--- src/rtl/alu_pkg.sv ---
// rtl/alu_pkg.sv - shared ALU widths and rotate-right FSM state encoding
package alu_pkg;

   localparam int ALU_WIDTH = 4;
   localparam int ROT_CNT_W = 2;

   typedef enum logic [1:0] {
      ROR_IDLE  = 2'd0,
      ROR_SHIFT = 2'd1,
      ROR_DONE  = 2'd2
   } ror_state_t;

endpackage

--- src/rtl/alu_ror_serial_if.sv ---
// rtl/alu_ror_serial_if.sv - start/busy/done handshake bundle for the serial rotate-right unit
interface alu_ror_serial_if
   import alu_pkg::*;
#(
   parameter int WIDTH = ALU_WIDTH
) ();

   logic             start;
   logic [WIDTH-1:0] A;
   logic [WIDTH-1:0] B;
   logic [WIDTH-1:0] R;
   logic             busy;
   logic             done;
   logic             carry;

   modport master (output start, A, B, input R, busy, done, carry);
   modport slave  (input start, A, B, output R, busy, done, carry);

endinterface

--- src/rtl/alu_ror1_step.sv ---
// rtl/alu_ror1_step.sv - combinational single-position rotate-right with rotated-out bit
module alu_ror1_step #(
   parameter int WIDTH = 4
) (
   input  logic [WIDTH-1:0] d,
   output logic [WIDTH-1:0] q,
   output logic             carry
);

   assign q     = {d[0], d[WIDTH-1:1]};
   assign carry = d[0];

endmodule

--- src/rtl/alu_ror_serial.sv ---
// rtl/alu_ror_serial.sv - multi-cycle rotate-right, one bit position per clock
module alu_ror_serial
   import alu_pkg::*;
#(
   parameter int WIDTH = ALU_WIDTH,
   parameter int CNT_W = ROT_CNT_W
) (
   input  logic             clk,
   input  logic             rst_n,
   alu_ror_serial_if.slave  bus
);

   ror_state_t       state;
   ror_state_t       state_nxt;
   logic [WIDTH-1:0] acc;
   logic [CNT_W-1:0] cnt;
   logic             carry_q;
   logic [CNT_W-1:0] amt_in;
   logic [WIDTH-1:0] step_q;
   logic             step_carry;
   logic             unused_b_hi;

   // Only the low CNT_W bits of B select the rotate amount.
   assign amt_in      = bus.B[CNT_W-1:0];
   assign unused_b_hi = ^bus.B[WIDTH-1:CNT_W];

   alu_ror1_step #(.WIDTH(WIDTH)) u_step (
      .d     (acc),
      .q     (step_q),
      .carry (step_carry)
   );

   always_ff @(posedge clk or negedge rst_n) begin
      if (!rst_n) begin
         state <= ROR_IDLE;
      end else begin
         state <= state_nxt;
      end
   end

   always_comb begin
      state_nxt = state;
      case (state)
         ROR_IDLE: begin
            if (bus.start) begin
               state_nxt = (amt_in == '0) ? ROR_DONE : ROR_SHIFT;
            end
         end
         ROR_SHIFT: begin
            if (cnt == CNT_W'(1)) begin
               state_nxt = ROR_DONE;
            end
         end
         ROR_DONE: state_nxt = ROR_IDLE;
         default:  state_nxt = ROR_IDLE;
      endcase
   end

   always_ff @(posedge clk or negedge rst_n) begin
      if (!rst_n) begin
         acc     <= '0;
         cnt     <= '0;
         carry_q <= 1'b0;
      end else begin
         case (state)
            ROR_IDLE: begin
               if (bus.start) begin
                  acc     <= bus.A;
                  cnt     <= amt_in;
                  carry_q <= 1'b0;
               end
            end
            ROR_SHIFT: begin
               acc     <= step_q;
               carry_q <= step_carry;
               cnt     <= cnt - CNT_W'(1);
            end
            default: ;
         endcase
      end
   end

   // Outputs decode only registered state, so no path from start/A/B.
   assign bus.R     = acc;
   assign bus.busy  = (state != ROR_IDLE);
   assign bus.done  = (state == ROR_DONE);
   assign bus.carry = carry_q;

endmodule

--- src/flat_wrapper.sv ---
// flat-port wrapper written by rule: the top's interface ports become plain ports
module alu_ror_serial_flat import alu_pkg::*;
#(
   parameter int WIDTH = ALU_WIDTH,
   parameter int CNT_W = ROT_CNT_W
)
  (clk, rst_n, bus_start, bus_A, bus_B, bus_R, bus_busy, bus_done, bus_carry);
  alu_ror_serial_if #(.WIDTH(WIDTH)) bus_i ();
  input  logic clk;
  input  logic rst_n;
  input wire logic [$bits(bus_i.start)-1:0] bus_start;
  input wire logic [$bits(bus_i.A)-1:0] bus_A;
  input wire logic [$bits(bus_i.B)-1:0] bus_B;
  output wire logic [$bits(bus_i.R)-1:0] bus_R;
  output wire logic [$bits(bus_i.busy)-1:0] bus_busy;
  output wire logic [$bits(bus_i.done)-1:0] bus_done;
  output wire logic [$bits(bus_i.carry)-1:0] bus_carry;
  assign bus_i.start = bus_start;
  assign bus_i.A = bus_A;
  assign bus_i.B = bus_B;
  assign bus_R = bus_i.R;
  assign bus_busy = bus_i.busy;
  assign bus_done = bus_i.done;
  assign bus_carry = bus_i.carry;
  alu_ror_serial #(.WIDTH(WIDTH), .CNT_W(CNT_W)) u_core (.clk(clk), .rst_n(rst_n), .bus(bus_i));
endmodule
--- config.mk ---
export PLATFORM = sky130hd
export DESIGN_NAME = alu_ror_serial_flat
export DESIGN_NICKNAME = d
export VERILOG_FILES = /design/src/rtl/alu_pkg.sv /design/src/rtl/alu_ror_serial_if.sv /design/src/rtl/alu_ror1_step.sv /design/src/rtl/alu_ror_serial.sv /design/src/flat_wrapper.sv
export SDC_FILE = /design/constraint.sdc
export NUM_CORES = 1
export LEC_CHECK = 0
export ABC_AREA = 1
export CAP_MARGIN = 25
export CORE_AREA = 3 3 40 42
export DETAILED_ROUTE_END_ITERATION = 10
export DIE_AREA = 0 0 43 45
export GPL_ROUTABILITY_DRIVEN = 0
export GPL_TIMING_DRIVEN = 0
export MAX_ROUTING_LAYER = met4
export PLACE_DENSITY = 0.67
export RECOVER_POWER = 100
export SKIP_CTS_REPAIR_TIMING = 1
export SLEW_MARGIN = 25
export SYNTH_ARGS = -nofsm -noshare
export SYNTH_HDL_FRONTEND = slang
export SYNTH_SLANG_ARGS = --single-unit
--- constraint.sdc ---
create_clock -name clk -period 1.48 [get_ports clk]
set_input_delay 0.148 -clock clk [delete_from_list [all_inputs] [get_ports clk]]
set_output_delay 0.148 -clock clk [all_outputs]
set_load 0.05 [all_outputs]
* Word-level counts from Yosys, hierarchy flattened
Index checks and enable logic that the tools add are counted.
** Storage, ports and cells
- Register bits :: 9
- Word-level logic and storage cells :: 26
- Bits in read-only memories :: 0
- Bits in latches :: 0
- Input port bits :: 11
- Memories :: 0
- Memory bits (writable) :: 0
- Output and inout bits :: 7
** Operators by class
- Mux-type cells :: 10
- Eq/ne operators :: 5
- Shift-type cells :: 0
- Magnitude comparators :: 0
- Div/mod/pow operators :: 0
- Add/sub/neg operators :: 1
- Multiply operators :: 0
- Bitwise operators :: 0
- Reductions and logical operators :: 6
** Operators with widths (number)
- two-way mux 2 bit :: 4
- one-hot mux 2 bit (2 select lines) :: 2
- one-hot mux 4 bit (2 select lines) :: 1
- == test 2 x 1 -> 1 bit, second input constant :: 2
- logical NOT 2 bit :: 2
- two-way mux 4 bit :: 1
- AND reduction 2 bit :: 2
- nonzero test 2 bit :: 2
- == test 2 bit, second input constant :: 1
- != test 2 x 1 -> 1 bit, second input constant :: 1
- != test 2 bit, second input constant :: 1
- one-hot mux 1 bit (2 select lines) :: 1
- subtractor 2 x 1 -> 2 bit, second input constant :: 1
- two-way mux 1 bit :: 1

* Longest topological paths before layout
- Word-level depth :: 4
- Gate-level depth with buffers :: 6
- Gate-level depth less buffers :: 6

* By module
From an unflattened synthesis, not the netlist that was laid out.
** Second synthesis, totals
- Cell total of the unflattened synthesis :: 73
- Area, all modules :: 543.0 sq um
** By module, submodules not included
- alu_ror_serial :: instances 1, area each 505.5 sq um, cells each 68, sequential area each 225.2 sq um
- alu_ror1_step :: instances 1, area each 37.5 sq um, cells each 5, sequential area each 0.0 sq um

* Worst setup path before layout
OpenSTA, ideal clock, no wires.
- Path type :: register -> output
- From :: register u_core.state[0]
- To :: output port bus_done
- Stages on the path, launching flop included :: 3
- Path buffers :: 1
- Arrival :: 1.213 ns
- Required time :: 1.332 ns
- Setup slack :: 0.119 ns
- Cells stage by stage :: dfrtp_1 -> buf_2 -> nor2_1
** Between the ends
- Word-level cells in the longest chain between the ends :: 1
** Ends and longest elaborated chain
- start: declaration :: RTL line alu_ror_serial.sv:13 : ror_state_t state;
- start signal: assignment :: RTL line alu_ror_serial.sv:37 : state <= state_nxt;
- == test 2 bit :: RTL line alu_ror_serial.sv:86 : assign bus.done = (state == ROR_DONE);
- end: declaration :: RTL line flat_wrapper.sv:16 : output wire logic [$bits(bus_i.done)-1:0] bus_done;
Every way passes these cells.

* Final worst setup path
- From :: register u_core.state[0]
- To :: output port bus_busy
** Between the ends
- Word-level cells in the longest chain between the ends :: 1
** Ends and longest elaborated chain
- nonzero test 2 bit :: RTL line alu_ror_serial.sv:85 : assign bus.busy = (state != ROR_IDLE);
- end: declaration :: RTL line flat_wrapper.sv:15 : output wire logic [$bits(bus_i.busy)-1:0] bus_busy;
Every way passes these cells.

==> results.py <==
metrics = {
    "route": {
        "via_per_inst": 4.53,
        "drc": 0,
        "avgRoutedWirePerCell_um": 10.4,
        "drtIter0Drc": 12,
        "dr.pass1.iters": 4,
        "vias": 453,
        "drt.antenna.violating_nets": 0,
        "drt_wl_total_um": 1040,
    },
    "layout": {
        "fin_nets": 98,
        "nFillCells": 147,
        "n_antenna_cell": 0,
        "area_growth_pct": 30.7,
        "fin_util_pct": 48.5,
        "drive_gt1_share_pct": 10.6,
        "regArea_sq_um": 225,
        "fin_area_sq_um": 623,
        "multi_input_area_sq_um": 213,
        "instances_no_fill": 100,
    },
    "floorplan": {
        "die_x_um": 43,
        "rows": 13,
        "core_area_sq_mm": 0.00128,
        "fp.dieArea_sq_mm": 0.00194,
        "fp.dieH_um": 45,
        "initial_core_util_pct": 37.1,
        "pin_count": 18,
    },
    "pwr": {
        "p_switching_mw": 0.857,
        "powerDensity_mw_per_mm2": 2510,
        "seqPwrFrac_pct": 28.6,
        "p_int_mw": 0.710,
        "p_clk_share_pct": 12.2,
        "swShare_pct": 54.7,
        "cellLeakagePower_nw": 0.344,
        "vdd_ir_drop_max_mv": 0.951,
        "power_frac_comb_pct": 59.2,
        "p_total_mw": 1.57,
    },
    "setup_path": {
        "endpoint_kind": "primary output",
        "critical_path_required_ps": 1330,
        "criticalPathCategory": "reg2out",
        "crit_path_max_fanout": 10,
        "arrival_ps": 1250,
        "cp-start-kind": "register",
    },
    "grt": {
        "grt_pass1_vias": 374,
        "grt_pass1_wl_um": 1640,
        "grt-ovfl-total": 0,
        "antenna_found_initial": 0,
        "grt_usage_pct": 11.8,
        "grt_max_degree": 11,
    },
    "cts": {
        "cts-root-buf": "clkbuf_4",
        "htreeDepth": 1,
        "clk_pin_slew_worst_paths_ps": 60,
        "cts_buffers": 3,
        "cts_sinks": 9,
        "cts_max_path_buffers": 2,
        "cts_tree": "built",
        "clkLatencyLatePin_ps": 260,
    },
    "synth": {
        "netlist.area_leader.share_pct": 47.2,
        "seq_area_frac_synth_pct": 47.2,
        "synth-seq-cells": 9,
        "ys_types": 13,
        "synth_area_per_cell_sq_um": 7.22,
        "synthCells": 66,
        "synth_largest_area_cell": "dfrtp_1",
        "synth_area_sq_um": 477,
        "synth_nets": 78,
        "synth_area_leaders": "dfrtp_1, nand2_1, nand3_1, nor2_1, ha_1",
        "yosys_warnings": 0,
    },
    "sta": {
        "tightest_slew_ps": 600,
        "setup_viol": 0,
        "relSlewSlack_pct": 60.2,
        "setup_tns_ps": 0,
        "timing.hold.ws_ps": 250,
        "hold_viol": 0,
        "period_share_pct": 94.4,
        "fin_worst_skew_ps": 6.90,
        "setup_slack_ps": 83.3,
        "max_freq_mhz": 716,
        "min_period_ps": 1400,
        "rsz0062_at_grt": "no",
        "final_max_slew_viol_count": 0,
    },
    "place": {
        "pre_cts_ws_ps": -160,
        "dpl.hpwl_um": 747,
        "placed_cells": 96,
        "io_buffers": 15,
        "place_area_sq_um": 646,
    },
    "run": {
        "cap_violations": 0,
    },
    "hold_path": {
        "hold_class": "in2async",
    },
    "outcome": {
        "status": "finished clean",
    },
}
## Yosys cell counts, drive strengths merged
cell / n
dfrtp: 9
nand3: 7
ha: 1
inv: 5
nor2: 7
o21ai: 1
nand3b: 1
nand2: 33
buf: 2
## power groups by stage
stage               sequential, mW  clock (mW)  combinational [mW]
detailed placement           0.459           0                1.05
floorplan                    0.611           0               0.593
finish                       0.447       0.192               0.928
CTS                          0.455       0.198                1.05
global route                 0.466       0.213                1.01
global placement             0.455           0                1.05
## worst max-delay path: stages, from the launching register on
cell	delay, ps
dfrtp_1	390
buf_2	190
nor2_1	130
inv_1	50
clkbuf_2	230
## flip-flops by register name, summed over array words and instances, names as in the netlist
name,cells
u_core.bus.R,4
u_core.bus.carry,1
u_core.cnt,2
u_core.state,2
## layout make-up
type | count | area share, %
multi-input cells | 50 | 34.1
inverters | 5 | 3.01
well taps | 15 | 3.01
plain buffers | 2 | 2.01
repair buffers | 15 | 17.5
clock buffers | 4 | 4.22
flip-flops and latches | 9 | 36.1
## final timing paths
check	start	end	slack, ps	cells past startpoint
max	u_core.state[0]$_DFFE_PN0P_	bus_busy	80	4
min	rst_n	u_core.bus.R[0]$_DFFE_PN0P_	250	1
max reg2reg	u_core.state[1]$_DFFE_PN0P_	u_core.cnt[1]$_DFFE_PN0P_	110	4
min reg2reg	u_core.bus.carry$_DFFE_PN0P_	u_core.bus.carry$_DFFE_PN0P_	480	2
max in group asynchronous	rst_n	u_core.cnt[1]$_DFFE_PN0P_	930	1
min in group clk	u_core.bus.carry$_DFFE_PN0P_	u_core.bus.carry$_DFFE_PN0P_	480	2
## metal layers
layer  vias to the layer above  track usage, %  part of all wire [%]
met1                       201            18.2                    49
met2                        10            13.5                    43
met5                         -               -                     0
met3                         3            2.39                   6.2
li1                        239               -                     -
met4                         0            7.23                   1.4
## cell usage in the layout, fill, tap and decap left out, drive strengths merged
master / n
nand2: 33
buf: 2
clkdlybuf4s50: 7
dfrtp: 9
o21ai: 1
inv: 5
nor2: 7
nand3b: 1
dlygate4sd3: 1
ha: 1
clkbuf: 11
nand3: 7
## cells by family (layout without fill, tap and decap cells)
logic type,after synthesis,in the layout,synth area share (%)
flops,9,9,47.2
simple gates,48,48,42.5
buf+inv,7,26,6.56
fa+ha+maj,1,1,2.62
compound gates,1,1,1.05
(Power assumes the default switching activity.)
